===== src/rtl/light_pattern_seq.sv =====
// Timed lamp-channel sequencer driving the 3-bit select of the light-stand multiplexer.
// Define LIGHT_SEQ_BOUNCE_EN for ping-pong stepping; otherwise the select wraps at the end channels.
module light_pattern_seq #(
  parameter int CLK_DIV = 50_000_000
) (
  input  logic       i_clk,
  input  logic       i_reset,
  input  logic       i_start,
  input  logic       i_stop,
  input  logic       i_clear,
  input  logic       i_dir,
  output logic [2:0] o_select,
  output logic       o_tick,
  output logic       o_busy
);

  localparam int            PW   = $clog2(CLK_DIV);
  localparam logic [PW-1:0] LAST = PW'(CLK_DIV - 1);

  typedef enum logic [1:0] {IDLE, RUN, HOLD} state_t;

  state_t        state, state_n;
  logic [PW-1:0] presc, presc_n;
  logic          dir, dir_n;
  logic [2:0]    select_n;
  logic          tick_n;
  logic [2:0]    adv_select;
  logic          adv_dir;

  // Channel that follows the current one, and the direction to use after it.
  always_comb begin
    adv_select = o_select;
    adv_dir    = dir;
`ifdef LIGHT_SEQ_BOUNCE_EN
    if (!dir) begin
      if (o_select == 3'd4) begin
        adv_select = 3'd3;
        adv_dir    = 1'b1;
      end else begin
        adv_select = o_select + 3'd1;
      end
    end else begin
      if (o_select == 3'd1) begin
        adv_select = 3'd2;
        adv_dir    = 1'b0;
      end else begin
        adv_select = o_select - 3'd1;
      end
    end
`else
    if (!dir) adv_select = (o_select == 3'd4) ? 3'd1 : o_select + 3'd1;
    else      adv_select = (o_select == 3'd1) ? 3'd4 : o_select - 3'd1;
`endif
  end

  always_comb begin
    // NOTE: every signal driven here gets a default first so no latch can be inferred.
    state_n  = state;
    select_n = o_select;
    presc_n  = presc;
    dir_n    = dir;
    tick_n   = 1'b0;
    case (state)
      IDLE: begin
        select_n = 3'd0;
        presc_n  = '0;
        if (i_start) begin
          state_n  = RUN;
          dir_n    = i_dir;
          select_n = i_dir ? 3'd4 : 3'd1;
        end
      end
      RUN: begin
        if (i_clear) begin
          state_n  = IDLE;
          select_n = 3'd0;
          presc_n  = '0;
        end else if (i_stop) begin
          // The stop cycle is still RUN time, but it may never complete a step.
          state_n = HOLD;
          if (presc != LAST) presc_n = presc + 1'b1;
        end else if (presc == LAST) begin
          presc_n  = '0;
          select_n = adv_select;
          dir_n    = adv_dir;
          tick_n   = 1'b1;
        end else begin
          presc_n = presc + 1'b1;
        end
      end
      HOLD: begin
        if (i_clear) begin
          state_n  = IDLE;
          select_n = 3'd0;
          presc_n  = '0;
        end else if (i_start) begin
          state_n = RUN;
        end
      end
      default: begin
        state_n  = IDLE;
        select_n = 3'd0;
        presc_n  = '0;
      end
    endcase
  end

  always_ff @(posedge i_clk) begin
    // NOTE: sequential state uses non-blocking assignments so all registers update together.
    if (i_reset) begin
      state    <= IDLE;
      o_select <= 3'd0;
      o_tick   <= 1'b0;
      o_busy   <= 1'b0;
      presc    <= '0;
      dir      <= 1'b0;
    end else begin
      state    <= state_n;
      o_select <= select_n;
      o_tick   <= tick_n;
      o_busy   <= (state_n != IDLE);
      presc    <= presc_n;
      dir      <= dir_n;
    end
  end

endmodule


===== config.mk =====
export PLATFORM = sky130hd
export DESIGN_NAME = light_pattern_seq
export DESIGN_NICKNAME = d
export VERILOG_FILES = /design/src/rtl/light_pattern_seq.sv
export SDC_FILE = /design/constraint.sdc
export NUM_CORES = 1
export LEC_CHECK = 0
export CORE_MARGIN = 4
export CORE_UTILIZATION = 40
export DETAILED_ROUTE_END_ITERATION = 6
export HOLD_SLACK_MARGIN = 0.03
export MAX_ROUTING_LAYER = met4
export PLACE_DENSITY = 0.57
export SLEW_MARGIN = 15
export SYNTH_ARGS = -nofsm -noshare
export SYNTH_HDL_FRONTEND = slang
export SYNTH_SLANG_ARGS = --single-unit

===== constraint.sdc =====
create_clock -name i_clk -period 4.39 [get_ports i_clk]
set_input_delay 1.0975 -clock i_clk [delete_from_list [all_inputs] [get_ports i_clk]]
set_output_delay 1.0975 -clock i_clk [all_outputs]
set_load 0.01 [all_outputs]

Word level (Yosys, flattened, before mapping) --
Cells that the tools add are included.
Storage, ports and cells: bits in registers 34, bits in latches 0, memory bits (writable) 0, bits in read-only memories 0, input bits 6, output and inout port bits 5, word-level logic and storage cells 48, memories kept 0
Cells by class: add/sub/neg operators 3, multipliers 0, divide/modulo/power cells 0, magnitude comparators 0, equality and inequality tests 10, shifts and indexed selects 0, muxes and demuxes 22, bitwise operators 1, reduce and logical (&&, ||, !) cells 6
Operator list (number):
- two-way mux 26 bit | 5
- one-hot mux 26 bit (2 select lines) | 1
- two-way mux 3 bit | 9
- adder 26 x 1 -> 26 bit (second input constant) | 1
- equality test 26 bit (second input constant) | 1
- inequality test 26 bit (second input constant) | 1
- one-hot mux 3 bit (3 select lines) | 1
- two-way mux 2 bit | 4
- inequality test 3 bit (second input constant) | 2
- one-hot mux 2 bit (3 select lines) | 1
- inequality test 4 bit (second input constant) | 1
- AND reduction 2 bit | 2
- OR reduction 4 bit | 1
- adder 3 x 1 -> 3 bit (second input constant) | 1
- equality test 3 x 1 -> 1 bit (second input constant) | 1
- equality test 3 bit (second input constant) | 1
- AND reduction 3 bit | 1
- subtractor 3 x 1 -> 3 bit (second input constant) | 1
- equality test 2 x 1 -> 1 bit (second input constant) | 1
- equality test 2 bit (second input constant) | 1
- logical NOT 2 bit | 1
- inequality test 2 bit (second input constant) | 1
- nonzero test 2 bit | 1
- two-way mux 1 bit | 1
- inverter 1 bit | 1

Depth between registers and ports, before layout --
Gate-level depths: netlist of run 1.
depth in word-level cells 7, gate-level depth with buffers 9, gate-level depth less buffers 8

Worst setup path before layout of run 1 --
Ideal clock, no wire load.
path kind input -> register, start in i_clear, end reg presc[12], library setup time 0.064 ns, arrival time 2.800 ns, required time 4.326 ns, setup slack 1.525 ns, stages 8, path buffers 3, cell sequence or3b_2 > buf_2 > a31oi_1 > nor2_1 > or2_2 > clkbuf_1 > buf_2 > nor2_1
Between the ends: cells in the longest elaborated chain, start to end 2, elaborated cells between the ends (all ways) 5, those cells by class eq/ne (2); mux (2); reduce/logical (1)
Ends and longest elaborated chain:
- start, declared | RTL line 10 | input logic i_clear,
- inequality test 4 bit (no source line), or another cell as far along
- AND reduction 2 bit (no source line) / one-hot mux 26 bit (2 select lines) (equally long branches)
- end signal, assigned | RTL line 122 | presc <= presc_n;
- end, declared | RTL line 23 | logic [PW-1:0] presc, presc_n;
Parallel ways exist; a longest one is shown, timed or not. A chain may end at the register's enable or synchronous reset.

Final worst setup path of run 1 --
start in i_stop, end reg presc[20]
Between the ends: cells in the longest elaborated chain, start to end 3, elaborated cells between the ends (all ways) 5, those cells by class eq/ne (1); mux (3); reduce/logical (1)
Ends and longest elaborated chain:
- start, declared | RTL line 9 | input logic i_stop,
- two-way mux 26 bit | RTL line 78 | end else if (i_stop) begin
- two-way mux 26 bit | RTL line 74 | if (i_clear) begin
- one-hot mux 26 bit (2 select lines) | RTL line 63 | case (state)
Parallel ways exist; a longest one is shown, timed or not.

==> results.md, run 1 <==
- CTS HTree Levels: 2
- Asr flop ratio synth: 0
- Number of global-route vias before repair: roughly 1,500
- Final Setup Violations: 0
- CP Class: primary input to register
- # DRC: 0
- Largest net degree at the start of global routing: 17
- Max Slew Vio Count: 0
- Max-cap violations: 0
- Yosys reg bits: 34
- Routed Wire Length: ~4300 um
- Syn Inst Count: around 220
- Vias per cell: about 5.7
- DP Area: about 0.002 mm^2
- Comb pwr share: 0.068
- Layout cells sized above 1: 0.0851
- CTS sink cnt: 34
- Core area: about 0.0044 mm^2
- CTS max path bufs: 2
- Congestion Overflow GR: 0
- Power per standard cell area: 284 mW/mm^2
- Mean Syn Cell Area: 8.23 um^2
- Total track usage: 0.176
- Initial antenna violation count: 0
- Critical Path Source Type: primary input
- R2R Path Start: presc[0]$_SDFFE_PP0P_
- Final Hold Viols: 0
- Clk_lat worst skew: 0.29 ns
- Via Count: about 1,600
- CTS root buf: clkbuf_8
- Final period utilization: 0.761
- Relative slew margins: 0.285
- Gpl congestion: about 0.8
- Die area: approximately 0.0057 mm^2
- Clk_skew: just over 0.007 ns
- TritonCTS clock tree: done
- Wire per inst: 15.1 um
- Clock slew at reported path FFs: ~0.07 ns
- WP data required: around 4.6 ns
- NetSw: between 100 and 150 uW
- Status: finished, final reports clean
- CTS Buf Count: 5
- Starting Density: 0.415
- Hold_buf cts: 0
- Seq/Total Area, Yosys: 0.374
- I/O Pins: 11
- FILL cells: around 430
- Fin area: 0.00207 mm^2
- First-pass GRT wire length: 7250 um
- Unrepaired setup endpoints after global routing: no
- Ant. Diodes: 0
- Die Width: ~75 um
- Peak supply drop: around 0.14 mV
- Drt first pass iters: 4
- Net count after synthesis: between 200 and 250
- Antenna Violating Nets Remaining: 0
- Area grow syn2layout: 13.9%
- Total Nets Final: ~250
- Min-delay src: presc[25]$_SDFFE_PP0P_
- Non-Filler Instances: approximately 290
- CP Launch Point: i_stop
- Worst-Margin Slew: 1.06 ns
- DRT iter0 DRCs: roughly 140
- LEAKAGE: ~0.7 nW
- Reg power frac: 0.538
- DP HPWL: around 3000 um
- Post-synth EDFFs: 0
- Setup Fix Bufs, Post-CTS: 0
- Hold slack final: 0.486 ns
- Setup TNS: 0 ns
- Critical path arrival: around 3.5 ns
- Synthesized cell area: about 0.0018 mm^2
- Num rows: 24
- Setup crit end kind: register
- Min-delay worst type: register to register
- Critical Path Fanout Max: 8
- Die height: between 70 and 80 um
- Ys Warns: 0
- Net Sw Frac: 0.232
- Clk pwr share: 0.393
- Fin crit period: 3.34 ns
- Post-Place Cells: about 280
- Internal Power: between 400 and 500 uW
- Maximum clock rate: between 0.2 and 0.3 GHz
- Synth cell types: 48
- PortBufs: 10
- Main synth FF type: dfxtp_1
- Cts repair resizes: 0
==> worst max-delay path, stage by stage <==
cell and delay, ns:
clkdlybuf4s50_1 0.47, nand3b_1 0.14, nor4_1 0.07, a21boi_0 0.85
buf_4 0.27, nor2_1 0.12, o31a_2 0.30, a311oi_1 0.22
==> power by group through the flow <==
stage / logic (mW) / clock network (mW) / registers (mW)
2_1_floorplan: 0.0219 / 0 / 0.323
3_3_place_gp: 0.0400 / 0 / 0.323
3_5_place_dp: 0.0398 / 0 / 0.323
4_1_cts: 0.0400 / 0.237 / 0.316
5_1_grt: 0.0444 / 0.253 / 0.317
6_report: 0.0403 / 0.231 / 0.316
==> registers in the layout, indices dropped and copies added (netlist names) <==
name / cells
adv_dir: 1
o_busy: 1
o_select: 3
o_tick: 1
presc: 26
state: 2
==> metal layers <==
| layer | global-route usage | vias up | share of wire |
|---|---|---|---|
| met5 | - | - | 0 |
| met3 | 0.0356 | 7 | 0.038 |
| met2 | 0.244 | 24 | 0.43 |
| met1 | 0.240 | 769 | 0.51 |
| met4 | 0.0893 | 0 | 0.019 |
| li1 | - | 841 | - |
==> synthesized netlist by cell type, drive strengths merged, types with 2 or more instances <==
library cell / instances / area (um^2)
nor2: 35 / 131
dfxtp: 34 / 681
o21ai: 17 / 85.1
nand2: 13 / 48.8
xor2: 12 / 105
a21oi: 11 / 55.1
nand3: 10 / 55.1
nand4: 8 / 56.3
a31oi: 7 / 43.8
inv: 7 / 26.3
ha: 5 / 62.6
nor3: 5 / 25.0
nor4: 5 / 46.3
o31ai: 5 / 37.5
and4: 4 / 36.3
clkbuf: 4 / 15.0
o2111ai: 4 / 35.0
o211ai: 4 / 30.0
xnor2: 3 / 26.3
and3b: 2 / 17.5
buf: 2 / 10.0
mux2i: 2 / 20.0
or2: 2 / 12.5
or4: 2 / 18.8
==> cells by family after synthesis <==
family                   count (synthesis)  share of synthesized area
AND/OR/NAND/NOR                         96                      0.286
adder cells (fa/ha/maj)                  5                     0.0344
AO/OA/AOI/OAI                           56                      0.193
buffers and inverters                   13                     0.0282
XOR/XNOR                                15                     0.0723
multiplexers                             2                     0.0110
flip-flops                              34                      0.374
==> stage by stage <==
stage | utilization | power (mW) | setup WS (ns)
floorplan | - | 0.345 | 1.53
detailed placement | 0.453 | 0.363 | 0.840
finish | 0.472 | 0.588 | 1.05
global placement | 0.453 | 0.363 | 0.909
CTS | 0.472 | 0.593 | 1.13
global route | 0.472 | 0.614 | 0.914
==> final cells by class <==
type	instances	area, um^2	share of cell area
Tap cell	52	65.1	0.0314
Inverter	7	26.3	0.0127
Multi-Input combinational cell	174	1090	0.524
Sequential cell	34	681	0.329
Clock buffer	6	82.6	0.0399
Timing Repair Buffer	14	130	0.0628
==> final timing paths <==
kind	depth (start not counted)	slack (ns)	to
worst max-delay path	8	1.05	presc[20]$_SDFFE_PP0P_
worst min-delay path	2	0.49	presc[25]$_SDFFE_PP0P_
worst max register to register	8	1.55	presc[20]$_SDFFE_PP0P_
worst min register to register	2	0.49	presc[25]$_SDFFE_PP0P_
==> cell usage in the layout (no fill, tap or decap), types with 2 or more instances in the layout <==
master / instances
nand2_1: 13
and3b_1: 2
nand4_1: 7
nor3_1: 5
a31oi_1: 7
nor4_1: 4
clkdlybuf4s50_1: 10
buf_4: 4
o2111ai_1: 4
mux2i_1: 2
xnor2_1: 3
dfxtp_1: 34
nand3_1: 9
inv_1: 7
o211ai_1: 4
o21ai_0: 16
a21oi_1: 11
or2_2: 2
ha_1: 5
nor2_1: 35
o31ai_1: 5
and4_1: 3
clkbuf_8: 6
xor2_1: 12
Power figures use the tool's default switching activity.
==> inputs of run 2 (changes only) <==
==> constraint.sdc (replaced) <==
create_clock -name i_clk -period 3.4 [get_ports i_clk]
set_input_delay 0.85 -clock i_clk [delete_from_list [all_inputs] [get_ports i_clk]]
set_output_delay 0.85 -clock i_clk [all_outputs]
set_load 0.01 [all_outputs]
==> results.md, run 2 (synthesis gave the netlist of run 1 again) <==
- Status: finished, final reports clean
- Critical Path Source Type: primary input
- Clk_lat worst skew: 0.28 ns (about the same)
- Via Count: 1,631 (-0.61%)
- Met1 global-route usage: 0.234 (-0.00539)
- Setup Fix Bufs, Post-CTS: 0 (unchanged)
- Total track usage: 0.165 (-0.0103)
- Area grow syn2layout: 14.2%
- Die area: 0.00569 mm^2 (unchanged)
- PortBufs: 10 (unchanged)
- DP HPWL: 3110 um (+2.9%)
- Reg power frac: 0.553 (+0.015)
- CTS HTree Levels: 2 (unchanged)
- Largest register FFs: 26 (unchanged)
- Largest registers: presc x26, o_select x3, state x2
- Power per standard cell area: 356 mW/mm^2 (+25%)
- Initial antenna violation count: 0 (unchanged)
- Setup slack, reg-to-reg: 0.95 ns (-0.60 ns)
- Clk pwr share: 0.378 (-0.015)
- Starting Density: 0.415 (unchanged)
- Num rows: 24 (unchanged)
- Global routing's busiest layer: met1
- Number of global-route vias before repair: 1,473 (-0.94%)
- Vias per cell: 5.64 (-1.3%)
- WP data required: 3.59 ns (-1.00 ns)
- NetSw: 172 uW (+26%)
- Setup TNS: 0 ns (unchanged)
- Comb pwr share: 0.069 (about the same)
- Wire per inst: 14.5 um (-4.6%)
- # DRC: 0 (unchanged)
- Die height: 75.4 um (unchanged)
- Gpl congestion: 0.850 (+3.3%)
- Final WS setup: 0.715 ns (-0.336 ns)
- I/O Pins: 11 (unchanged)
- Hold_buf cts: 0 (unchanged)
- Max-cap violations: 0 (unchanged)
- Ant. Diodes: 0 (unchanged)
- First-pass GRT wire length: 6960 um (-3.9%)
- Largest net degree at the start of global routing: 16 (-1)
- Peak supply drop: 0.219 mV (+53%)
- CTS Buf Count: 5 (unchanged)
- CP Class: primary input to register
- FILL cells: 450 (+5.1%)
- Setup crit end kind: register
- Unrepaired setup endpoints after global routing: no
- CTS max path bufs: 2 (unchanged)
- Cts repair resizes: 0 (unchanged)
- Biggest register: presc
- Critical path arrival: 2.87 ns (-0.67 ns)
- Congestion Overflow GR: 0 (unchanged)
- Internal Power: 567 uW (+26%)
- CTS root buf: clkbuf_8
- Drt first pass iters: 4 (unchanged)
- Die Width: 75.4 um (unchanged)
- Fin crit period: 2.69 ns
- Clk_skew: 0.00486 ns (-0.00235 ns)
- Final Setup Violations: 0 (unchanged)
- DRT iter0 DRCs: 92 (-33%)
- Core area: 0.00438 mm^2 (unchanged)
- Total Nets Final: 248 (+0.40%)
- Seq. cell area: 681 um^2 (unchanged)
- LEAKAGE: 0.683 nW (about the same)
- Met3 usage: 0.0369 (+0.00132)
- Hold slack final: 0.491 ns (+0.00438 ns)
- Final period utilization: 0.790
- Most common cell after layout, fill and taps aside: nor2_1
- Max Slew Vio Count: 0 (unchanged)
- M2 GR Usage: 0.234 (-0.00959)
- Worst-Margin Slew: 0.557 ns (-0.506 ns)
- Final Hold Viols: 0 (unchanged)
- Net Sw Frac: 0.232 (+0.000612)
- Critical Path Fanout Max: 15 (+7)
- Maximum clock rate: 0.372 GHz
- Most frequent cells in the layout: nor2_1, dfxtp_1, o21ai_0, nand2_1, xor2_1
- Pre-CTS WS: 0.395 ns (-0.446 ns)
- Layout cells sized above 1: 0.0886 (+0.00350)
- Clock slew at reported path FFs: 0.06 ns (about the same)
- CTS sink cnt: 34 (unchanged)
- TritonCTS clock tree: done
- Relative slew margins: 0.625 (+0.340)
- Multi-input gate area: 0.00109 mm^2 (unchanged)
- Antenna Violating Nets Remaining: 0 (unchanged)
- Min-delay worst type: register to register
- Routed Wire Length: 4180 um (-3.9%)
## run 2: cell types whose count changed in the layout (fill, tap and decap cells not counted), sizes merged
cell,delta
buf,+1
clkinvlp,+1
## run 2: per-layer routing
layer / part of all wire / vias to the layer above
li1: - / 844
met1: 0.54 / 747
met2: 0.41 / 35
met3: 0.047 / 5
met4: 0.0091 / 0
met5: 0 / -
## run 2: area by class of cell
type	instances	area share
timing repair buffer	15	0.0663
inverter	7	0.0127
multi-input combinational	174	0.523
tap	52	0.0313
clock inverter	1	0.00362
clock buffer	6	0.0350
sequential	34	0.328
## run 2: critical path, cell delays in order
cell             delay [ns]
clkdlybuf4s50_1        0.42
or3b_2                 0.56
a31oi_1                0.22
nor2_1                 0.12
or2_2                  0.45
a311oi_1               0.24
## run 2: worst paths after layout
| path | endpoint | start | cells after the start |
|---|---|---|---|
| min | presc[25]$_SDFFE_PP0P_ | presc[25]$_SDFFE_PP0P_ | 2 |
| max reg2reg | presc[25]$_SDFFE_PP0P_ | presc[13]$_SDFFE_PP0P_ | 6 |
| min reg2reg | presc[25]$_SDFFE_PP0P_ | presc[25]$_SDFFE_PP0P_ | 2 |
| max | presc[20]$_SDFFE_PP0P_ | i_clear | 6 |
## run 2: metrics by stage
step,cell area [um^2],utilization,std cells,total power [mW]
floorplan,1820,-,221,0.446
global placement,2000,0.455,282,0.469
detailed placement,2000,0.455,282,0.468
CTS,2080,0.473,289,0.752
global route,2080,0.473,289,0.776
finish,2080,0.473,289,0.739
## run 2: power groups by stage
stage / logic, mW / registers (mW) / clock network [mW]
after floorplan: 0.0283 / 0.417 / 0
after global placement: 0.0512 / 0.418 / 0
after detailed placement: 0.0509 / 0.417 / 0
after CTS: 0.0513 / 0.408 / 0.293
after global routing: 0.0571 / 0.409 / 0.310
final: 0.0512 / 0.408 / 0.279
==> inputs of run 3 (changes only) <==
==> constraint.sdc (replaced) <==
create_clock -name i_clk -period 2.6 [get_ports i_clk]
set_input_delay 0.65 -clock i_clk [delete_from_list [all_inputs] [get_ports i_clk]]
set_output_delay 0.65 -clock i_clk [all_outputs]
set_load 0.01 [all_outputs]
==> results.md, run 3 (synthesis gave the netlist of run 1 again) <==
- Status: finished, final reports clean
- Clock slew at reported path FFs: 0.07 ns (about the same)
- Met3 usage: 0.0290 (-0.00792)
- I/O Pins: 11 (unchanged)
- Max-cap violations: 0 (unchanged)
- Relative slew margins: 0.672 (+0.0465)
- Starting Density: 0.415 (unchanged)
- Setup TNS: 0 ns (unchanged)
- Global routing's busiest layer: met2
- Core area: 0.00438 mm^2 (unchanged)
- Unrepaired setup endpoints after global routing: no
- CTS sink cnt: 34 (unchanged)
- Largest registers: presc x26, o_select x3, state x2
- Via Count: 1,707 (+4.7%)
- Vias per cell: 5.58 (-1.2%)
- Clk_lat worst skew: 0.28 ns (about the same)
- Worst-Margin Slew: 0.490 ns (-0.0665 ns)
- CTS HTree Levels: 2 (unchanged)
- Final period utilization: 0.897
- NetSw: 235 uW (+37%)
- Maximum clock rate: ~0.43 GHz
- Drt first pass iters: 4 (unchanged)
- Reg power frac: 0.528 (-0.025)
- Die height: 75.4 um (unchanged)
- Setup crit end kind: register
- Critical Path Max Stage Delay: 0.60 ns (+0.04 ns)
- PortBufs: 10 (unchanged)
- Min-delay worst type: register to register
- Total track usage: 0.181 (+0.0161)
- Met1 global-route usage: 0.250 (+0.0161)
- DRT iter0 DRCs: 94 (+2.2%)
- Ant. Diodes: 0 (unchanged)
- Initial antenna violation count: 0 (unchanged)
- First-pass GRT wire length: 7730 um (+11%)
- WP data required: 2.82 ns (-0.77 ns)
- Biggest register: presc
- Congestion Overflow GR: 0 (unchanged)
- Die Width: 75.4 um (unchanged)
- Cts repair resizes: 0 (unchanged)
- Critical Path Fanout Max: 5 (-10)
- Internal Power: 777 uW (+37%)
- Slowest cell on the critical path: or4_4
- Largest register FFs: 26 (unchanged)
- Num rows: 24 (unchanged)
- Most common cell after layout, fill and taps aside: nor2_1
- M2 GR Usage: 0.271 (+0.0374)
- Gpl congestion: 0.844 (-0.69%)
- Number of global-route vias before repair: 1,650 (+12%)
- Net Sw Frac: 0.232 (+0.000275)
- Antenna Violating Nets Remaining: 0 (unchanged)
- Power Total: 1.01 mW (+37%)
- Critical Path Source Type: register
- Final Hold Viols: 0 (unchanged)
- TritonCTS clock tree: done
- Area grow syn2layout: 21.4%
- LEAKAGE: 0.773 nW (+13%)
- CP Class: register to register
- CTS max path bufs: 2 (unchanged)
- Die area: 0.00569 mm^2 (unchanged)
- Routed Wire Length: 4400 um (+5.4%)
- Critical path arrival: 2.55 ns (-0.32 ns)
- DP HPWL: 3310 um (+6.5%)
- Setup Fix Bufs, Post-CTS: 0 (unchanged)
- Largest net degree at the start of global routing: 16 (unchanged)
- Max Slew Vio Count: 0 (unchanged)
- Crit-path cells: nand4_2 -> or4_4 -> nor4_4 -> nand3_2 -> or4_1 -> a21oi_1
- CTS Buf Count: 5 (unchanged)
- Layout cells sized above 1: 0.150 (+0.0610)
- Wire per inst: 14.4 um (-0.42%)
- Peak supply drop: 0.250 mV (+14%)
- CTS root buf: clkbuf_8
- Clk pwr share: 0.399 (+0.021)
- # DRC: 0 (unchanged)
- Power per standard cell area: 459 mW/mm^2 (+29%)
- Clk_skew: 0.00540 ns (+0.000540 ns)
- Hold_buf cts: 0 (unchanged)
- Hold slack final: 0.485 ns (-0.00535 ns)
- Final Setup Violations: 0 (unchanged)
- Fin crit period: 2.33 ns
- Comb pwr share: 0.073 (+0.004)
- Total Nets Final: 264 (+6.5%)
- Most frequent cells in the layout: nor2_1, dfxtp_1, buf_4, o21ai_0, nand2_1
## run 3: cell types whose count changed in the layout (fill, tap and decap cells not counted), sizes merged
| cell | previous run | this run |
|---|---|---|
| buf | 5 | 21 |
| clkinvlp | 1 | 0 |
| clkinv | 0 | 1 |
| clkbuf | 6 | 7 |
## run 3: critical path: cells and delay by family, from the launching register on
family	cells	cell delay [ns]
flops	1	0.40
simple gates	5	1.72
compound gates	1	0.14
## run 3: worst paths after layout
| kind | start | cells after the start | slack [ns] | to |
|---|---|---|---|---|
| setup reg to reg | presc[15]$_SDFFE_PP0P_ | 6 | 0.27 | presc[25]$_SDFFE_PP0P_ |
| setup / recovery | presc[15]$_SDFFE_PP0P_ | 6 | 0.27 | presc[25]$_SDFFE_PP0P_ |
| hold / removal | presc[25]$_SDFFE_PP0P_ | 2 | 0.49 | presc[25]$_SDFFE_PP0P_ |
| hold reg to reg | presc[25]$_SDFFE_PP0P_ | 2 | 0.49 | presc[25]$_SDFFE_PP0P_ |
## run 3: layout make-up
type | count | area, um^2
Clock inverter | 1 | 5.00
Fill cell | 436 | 2180
Multi-Input combinational cell | 174 | 1090
Sequential cell | 34 | 681
Inverter | 7 | 26.3
Tap cell | 52 | 65.1
Timing Repair Buffer | 31 | 258
Clock buffer | 7 | 86.3
## run 3: through the flow
stage           util  area (um^2)  cells  worst slack (ns)
4_1_cts        0.503         2210    306             0.286
3_3_place_gp   0.483         2120    298            0.0873
6_report       0.503         2210    306             0.268
2_1_floorplan      -         1820    221             0.183
3_5_place_dp   0.483         2120    298            0.0972
5_1_grt        0.503         2210    306            0.0925
## run 3: power by group through the flow
stage	Clock (mW)	Sequential, mW	Combinational [mW]
after floorplan	0	0.546	0.0370
after global placement	0	0.546	0.0736
after detailed placement	0	0.546	0.0737
after CTS	0.415	0.534	0.0742
after global routing	0.444	0.535	0.0827
final	0.404	0.534	0.0740
## run 3: layer usage
layer  share of wire  wire [um]
met5               0          0
met4           0.016         72
met3           0.055        241
met2            0.43       1910
met1            0.50       2180
